File: src/rtl/riscv_filter_pkg.sv
// Shared display constants: digit/segment geometry, scan FSM states and
// polarity helpers used by both the scanner and the decoder path.
package riscv_filter_pkg;

  localparam int NUM_DIGITS = 8;
  localparam int SEG_W      = 7;

  typedef enum logic [1:0] {
    IDLE  = 2'd0,
    BLANK = 2'd1,
    DRIVE = 2'd2
  } scan_state_e;

  function automatic logic [SEG_W-1:0] seg_level(input logic [SEG_W-1:0] lit,
                                                 input logic active_low);
    seg_level = active_low ? ~lit : lit;
  endfunction

  function automatic logic [NUM_DIGITS-1:0] an_level(input logic [NUM_DIGITS-1:0] lit,
                                                     input logic active_low);
    an_level = active_low ? ~lit : lit;
  endfunction

endpackage

File: src/rtl/scan_prescaler.sv
// Per-slot cycle counter: counts 0..CLK_DIV-1 while enabled and flags the
// last cycle of each slot with a combinational wrap strobe.
module scan_prescaler #(
  parameter int CLK_DIV = 100000,
  localparam int CNT_W  = $clog2(CLK_DIV)
) (
  input  logic             clk,
  input  logic             rst,
  input  logic             en,
  output logic             wrap,
  output logic [CNT_W-1:0] cnt
);

  localparam logic [CNT_W-1:0] LAST = CNT_W'(CLK_DIV - 1);

  assign wrap = en && (cnt == LAST);

  // slot counter, frozen while disabled
  always_ff @(posedge clk) begin
    if (rst) begin
      cnt <= '0;
    end else if (wrap) begin
      cnt <= '0;
    end else if (en) begin
      cnt <= cnt + CNT_W'(1);
    end else begin
      cnt <= cnt;
    end
  end

endmodule

File: src/rtl/seven_seg_scanner.sv
// Eight-digit multiplexed seven-segment scanner with per-slot dead time,
// frame-coherent snapshot of the digit patterns and registered outputs.
module seven_seg_scanner
  import riscv_filter_pkg::*;
#(
  parameter int CLK_DIV      = 100000,
  parameter int BLANK_CYCLES = 16,
  parameter bit ACTIVE_LOW   = 1'b1
) (
  input  logic                        clk,
  input  logic                        rst,
  input  logic                        en,
  input  logic [NUM_DIGITS*SEG_W-1:0] seg_in,
  output logic [SEG_W-1:0]            seg,
  output logic [NUM_DIGITS-1:0]       an,
  output logic                        frame_done
);

  localparam int CNT_W = $clog2(CLK_DIV);
  localparam logic [SEG_W-1:0]      SEG_OFF = seg_level(7'h00, ACTIVE_LOW);
  localparam logic [NUM_DIGITS-1:0] AN_OFF  = an_level(8'h00, ACTIVE_LOW);

  logic                        wrap;
  logic [CNT_W-1:0]            cnt;
  logic [2:0]                  idx;
  logic [NUM_DIGITS*SEG_W-1:0] snap;
  scan_state_e                 state;
  scan_state_e                 next_state;
  logic                        in_blank;
  logic                        load;
  logic [SEG_W-1:0]            digit;

  scan_prescaler #(.CLK_DIV(CLK_DIV)) u_prescaler (
    .clk  (clk),
    .rst  (rst),
    .en   (en),
    .wrap (wrap),
    .cnt  (cnt)
  );

  if (BLANK_CYCLES == 0) begin : g_no_blank
    assign in_blank = 1'b0;
  end else begin : g_blank
    assign in_blank = (cnt < CNT_W'(BLANK_CYCLES));
  end

  assign load = en && (idx == 3'd0) && (cnt == '0);

  // the snapshot cycle forwards seg_in so digit 0 never shows the previous frame
  always_comb begin
    digit = snap[idx*SEG_W +: SEG_W];
    if (load) begin
      digit = seg_in[idx*SEG_W +: SEG_W];
    end else begin
      digit = snap[idx*SEG_W +: SEG_W];
    end
  end

  always_comb begin
    next_state = state;
    case (state)
      IDLE: begin
        if (en) begin
          next_state = in_blank ? BLANK : DRIVE;
        end else begin
          next_state = IDLE;
        end
      end
      BLANK: begin
        if (!en) begin
          next_state = IDLE;
        end else if (!in_blank) begin
          next_state = DRIVE;
        end else begin
          next_state = BLANK;
        end
      end
      DRIVE: begin
        if (!en) begin
          next_state = IDLE;
        end else if (in_blank) begin
          next_state = BLANK;
        end else begin
          next_state = DRIVE;
        end
      end
      default: next_state = IDLE;
    endcase
  end

  always_ff @(posedge clk) begin
    if (rst) begin
      state <= IDLE;
    end else begin
      state <= next_state;
    end
  end

  // digit index, snapshot and registered display outputs
  always_ff @(posedge clk) begin
    if (rst) begin
      idx        <= 3'd0;
      snap       <= '0;
      frame_done <= 1'b0;
      an         <= AN_OFF;
      seg        <= SEG_OFF;
    end else begin
      idx        <= wrap ? idx + 3'd1 : idx;
      snap       <= load ? seg_in : snap;
      frame_done <= wrap && (idx == 3'd7);
      if (next_state == DRIVE) begin
        an  <= an_level(8'h01 << idx, ACTIVE_LOW);
        seg <= seg_level(digit, ACTIVE_LOW);
      end else begin
        an  <= AN_OFF;
        seg <= SEG_OFF;
      end
    end
  end

endmodule

File: config.mk
export PLATFORM = sky130hd
export DESIGN_NAME = seven_seg_scanner
export DESIGN_NICKNAME = d
export VERILOG_FILES = /design/src/rtl/riscv_filter_pkg.sv /design/src/rtl/scan_prescaler.sv /design/src/rtl/seven_seg_scanner.sv
export SDC_FILE = /design/constraint.sdc
export NUM_CORES = 1
export LEC_CHECK = 0
export CORE_AREA = 5 5 91 101
export CTS_BUF_LIST = sky130_fd_sc_hd__clkbuf_8
export CTS_CLUSTER_DIAMETER = 120
export DETAILED_ROUTE_END_ITERATION = 8
export DIE_AREA = 0 0 96 106
export GPL_ROUTABILITY_DRIVEN = 0
export GPL_TIMING_DRIVEN = 1
export MAX_ROUTING_LAYER = met4
export PLACE_DENSITY = 0.8
export SYNTH_ARGS = -nofsm -noshare
export SYNTH_HDL_FRONTEND = slang
export SYNTH_SLANG_ARGS = --single-unit
File: constraint.sdc
create_clock -name clk -period 3.2 [get_ports clk]
set_clock_uncertainty 0.05 [all_clocks]
set_input_delay 0.48 -clock clk [delete_from_list [all_inputs] [get_ports clk]]
set_output_delay 0.48 -clock clk [all_outputs]
set_load 0.005 [all_outputs]
# Word-level counts from Yosys, hierarchy flattened
# Index checks and enable logic that the tools add are counted.
# word_totals
regBits	94
latch_bits	0
mem_bits_rw	0
romBits	0
input_bits	59
output_inout_bits	16
word_cells	36
mem_count	0
# classes
addsub	2
multipliers	1
n_div	0
magnitude_cmp	1
n_eq_ne	5
n_shift	3
muxes	4
bitwise	3
n_reduce_logical	10
# op_table
cell	n
$shiftx 56x7->7	2
$add 17x1->17 const B	1
$eq 17x17->1 const B	1
$logic_not 17->1	1
$lt 17x5->1 const B	1
$not 8->8	1
$shl 1x3->8 const A	1
$mux 7	1
$not 7->7	1
$mul 3x3->6 const B	1
$mux 2	3
$eq 2x2->1 const B	2
$logic_and 1x1->1	4
$reduce_or 2->1	2
$add 3x1->3 const B	1
$eq 3x3->1 const B	1
$logic_not 3->1	1
$reduce_or 3->1	1
$eq 2x1->1 const B	1
$logic_not 2->1	1
$not 1->1	1

# Logic depth before layout (Yosys ltp)
# depth
depth_word	7
depth_mapped	12
depth_no_buf	7

# Modules after synthesis
# A second synthesis with hierarchy kept.
# hier_totals
cells_unflattened	383
area_unflattened_um2	4179.0
# by_module_without_submodules
mod	n_inst	cells_per_inst	area_per_inst_um2	seq_area_each_um2
seven_seg_scanner	1	293	3330.7	1541.5
scan_prescaler	1	90	848.3	340.3

# Worst setup path before layout
# Ideal clock, no wire load.
# synth_timing
kind	register -> register
from	register idx[1]
to	register seg[6]
setup_ns	0.134
t_arrival_ns	2.535
t_required_ns	3.016
slack_ns	0.481
stages_incl_launch_ff	11
n_path_buf	3
period_less_slack_ns	2.719
cell_sequence	dfxtp_1 > clkbuf_1 > clkinv_1 > clkbuf_1 > ha_1 > nand2_1 > or4_1 > buf_2 > a211oi_1 > nor3_1 > or4b_1
# synth_via
elab_chain_len	5
elab_cells_between_ends	8
classes_between	1 x mul; 2 x shift; 1 x mux; 1 x bitwise; 3 x reduce/logical
# synth_lines
element	line	rtl
start, declared	seven_seg_scanner.sv:25	logic [2:0] idx;
start signal, assigned	seven_seg_scanner.sv:108	idx <= wrap ? idx + 3'd1 : idx;
parallel branches: the longest is 3 deep, another holds $mul 3x3->6	--	
$mux 7 *	seven_seg_scanner.sv:52	if (load) begin
$not 7->7 *	riscv_filter_pkg.sv:16	seg_level = active_low ? ~lit : lit;
end signal, assigned	seven_seg_scanner.sv:113	seg <= seg_level(digit, ACTIVE_LOW);
end, declared	seven_seg_scanner.sv:14	output logic [SEG_W-1:0] seg,
# Every way passes the cells marked *.
# A chain may end at the register's enable or synchronous reset.

# Worst setup path in the final report
# layout_timing
from	register u_prescaler.cnt[4]
to	register seg[4]
# layout_via
elab_chain_len	7
elab_cells_between_ends	11
classes_between	1 x order compare; 1 x eq/ne; 4 x mux; 2 x bitwise; 3 x reduce/logical
# layout_lines
element	line	rtl
start, declared	scan_prescaler.sv:11	output logic [CNT_W-1:0] cnt
start signal, assigned	scan_prescaler.sv:25	cnt <= cnt + CNT_W'(1);
start signal, assigned	scan_prescaler.sv:27	cnt <= cnt;
$lt 17x5->1	seven_seg_scanner.sv:44	assign in_blank = (cnt < CNT_W'(BLANK_CYCLES));
$mux 2	seven_seg_scanner.sv:64, seven_seg_scanner.sv:72, seven_seg_scanner.sv:81	
$mux 2	seven_seg_scanner.sv:63	if (en) begin
$mux 2	--	
$eq 2x2->1	seven_seg_scanner.sv:111	if (next_state == DRIVE) begin
$not 1->1 (no source line)	--	
$reduce_or 2->1 (no source line)	--	
# Parallel ways exist; a longest one is shown, timed or not.

==> flow_summary.json <==
{
  "outcome": "complete, no violations",
  "die_h_um": 106,
  "htree_levels": 3,
  "cp-end-kind": "flip-flop",
  "cap_violations": 0,
  "min_period_ps": 2820,
  "dp_hpwl_mm": 7.01,
  "cts.hold.buffers_added": 0,
  "synth-simple-area-share_pct": 25.1,
  "synth_top_family_by_area": "simple AND/OR/NAND/NOR gates",
  "cellLeakagePower_nw": 2.00,
  "drt-total-wl_mm": 10.0,
  "cp_max_fo": 40,
  "finalMaxSlewViolations": 0,
  "rr_worst_depth": 5,
  "ys_ff_latch": 94,
  "hp-class": "reg -> reg",
  "syn_area_sq_um": 4210,
  "synthFlopType": "dfxtp_1",
  "worstSetupStartpointType": "flip-flop",
  "finalCritPeriodShare_pct": 88.2,
  "cts_resized": 0,
  "p_int_mw": 1.68,
  "layout_common_cells": "nand2_1 (164), dfxtp_1 (94), clkdlybuf4s50_1 (73)",
  "fin_setup_tns_ps": 0,
  "synthXorXnorAreaFrac_pct": 3.54,
  "synthCells": 504,
  "rsz0062_at_grt": "no",
  "clk_path_buf_depth": 2,
  "grt.overflow.total": 0,
  "combPwrFrac_pct": 13.7,
  "final_layout_size_suffix_gt1_share_pct": 8.41,
  "synth-adder-area-share_pct": 2.38,
  "synth-compound-area-share_pct": 13.1,
  "start_util_pct": 51.6,
  "p_total_mw": 2.27,
  "design.die.area_sq_um": 10200,
  "core_area_sq_um": 8150,
  "power_frac_seq_pct": 55.4,
  "syn_to_final_growth_pct": 23.9,
  "clock_latency_ps": 350,
  "muxShareOfSynthArea_pct": 7.14,
  "io_pins": 75,
  "drt_iter0_markers": 282,
  "cts_tree": "yes",
  "synthArstFlopShare_pct": 0,
  "antenna_left": 0,
  "synth_top_area_share_pct": 44.7,
  "r2r_setup_slack_ps": 380,
  "setup_viol": 0,
  "final_cells": 682,
  "gr-usage-all-layers_pct": 21.0,
  "syn_nets": 571,
  "numCtsBuffers": 9,
  "reg2reg_from": "u_prescaler.cnt[4]",
  "cp-endpoint": "seg[4]",
  "yosys.area.top_type": "dfxtp_1",
  "final_nets": 633,
  "worst_r2r_endpoint": "seg[4]",
  "tightest_slew_ps": 761,
  "p_per_area_nw_per_um2": 436,
  "num_vias": 3700,
  "drc": 0,
  "n_antenna_cell": 0,
  "root_buffer": "clkbuf_8",
  "path_class": "reg -> reg",
  "layout_commonest_cell": "nand2_1",
  "synth_warnings": 0,
  "rows": 35,
  "grt_max_degree": 62,
  "routedWlPerCell_um": 14.7,
  "timing.slew.headroom_pct": 48.9,
  "antenna_found_initial": 0,
  "die_w_um": 96,
  "synth-seq-area-share_pct": 44.7,
  "pwr-share-clk_pct": 31.0,
  "ir_drop_v": 0.000232,
  "ys_types": 41,
  "crit_start": "u_prescaler.cnt[4]",
  "avgSynthCellArea_sq_um": 8.34,
  "place.port_buffers": 74,
  "synth_edf_count": 0,
  "avgViaCountPerCell": 5.43,
  "grt_pass1_wl_mm": 16.7,
  "max_freq_mhz": 354,
  "clkTransAtPathRegs_ps": 90,
  "cts_sinks": 94,
  "synthTopCellsByArea": "dfxtp_1 (45%), nand2_1 (15%), a21oi_1 (6.4%)",
  "cp.arrival_ps": 3020,
  "grt_pass1_vias": 3509,
  "dr.pass1.iters": 6,
  "finalHoldViolations": 0,
  "cp_data_required_time_ps": 3400,
  "whs_ps": 406,
  "power_switching_mw": 0.590,
  "p_sw_share_pct": 26.0,
  "postCtsSetupBuffers": 0,
  "placed_cells": 666
}
## state kept, by name (all words and copies together), names as in the netlist
signal,cells
an,8
snap,56
seg,7
u_prescaler.cnt,17
frame_done,1
idx,3
state,2
## power by group through the flow
stage / sequential (mW) / combinational, mW / clock (mW)
final: 1.26 / 0.310 / 0.703
after CTS: 1.26 / 0.310 / 0.715
after floorplan: 1.27 / 0.188 / 0
after detailed placement: 1.28 / 0.309 / 0
after global routing: 1.26 / 0.344 / 0.766
after global placement: 1.28 / 0.303 / 0
## cells by family after synthesis
group	Yosys count
flip-flops	94
AND/OR/NAND/NOR	241
AO/OA/AOI/OAI	88
buffers and inverters	40
XOR/XNOR	17
multiplexers	16
adder cells (fa/ha/maj)	8
## layout make-up
class	count	area (sq um)
clock buffers	10	138
clock inverters	6	37.5
fillers	702	2940
inverters	6	22.5
multi-input cells	370	2160
flip-flops and latches	94	1880
well taps	111	139
repair buffers	85	831
## cell usage after synthesis, drive strengths merged, types with 2 or more instances
| cell | number |
|---|---|
| buf | 12 |
| a211oi | 15 |
| mux2 | 2 |
| ha | 8 |
| xor2 | 10 |
| nor4 | 5 |
| nand2 | 165 |
| and3 | 8 |
| mux4 | 11 |
| xnor2 | 7 |
| a22oi | 9 |
| inv | 4 |
| o2111a | 7 |
| dfxtp | 94 |
| nand4 | 4 |
| nor2 | 32 |
| nand2b | 2 |
| mux2i | 3 |
| clkinv | 2 |
| clkbuf | 22 |
| nand3 | 7 |
| nor3 | 11 |
| a21oi | 54 |
## how the worst min path moves through the flow
stage / from / to / cells past startpoint
final: snap[21] / snap[21] / 2
after floorplan: snap[48] / snap[48] / 2
after detailed placement: snap[18] / snap[18] / 2
after global placement: snap[53] / snap[53] / 2
after CTS: rst / state[0] / 3
after global routing: snap[36] / snap[36] / 2
## stage by stage
step / setup WS (ps) / instance area (sq um) / util (%)
final: 379 / 5210 / 64.0
after global routing: 222 / 5210 / 64.0
after floorplan: 481 / 4210 / -
after CTS: 401 / 5210 / 64.0
after global placement: 392 / 5030 / 61.8
after detailed placement: 370 / 5030 / 61.8
## metal layers
metal	up-vias	wire length [um]	track usage [%]
met5	-	0	-
met4	0	153	7.01
met3	16	702	2.69
met2	162	4820	32.4
met1	1687	4320	28.4
li1	1835	-	-
## worst max-delay path, stage by stage, from the launching register on
cell,delay [ps]
dfxtp_1,360
nor4_1,390
and4_1,610
nand2_4,400
mux4_2,580
a211oi_1,300
Power figures use the tool's default switching activity.
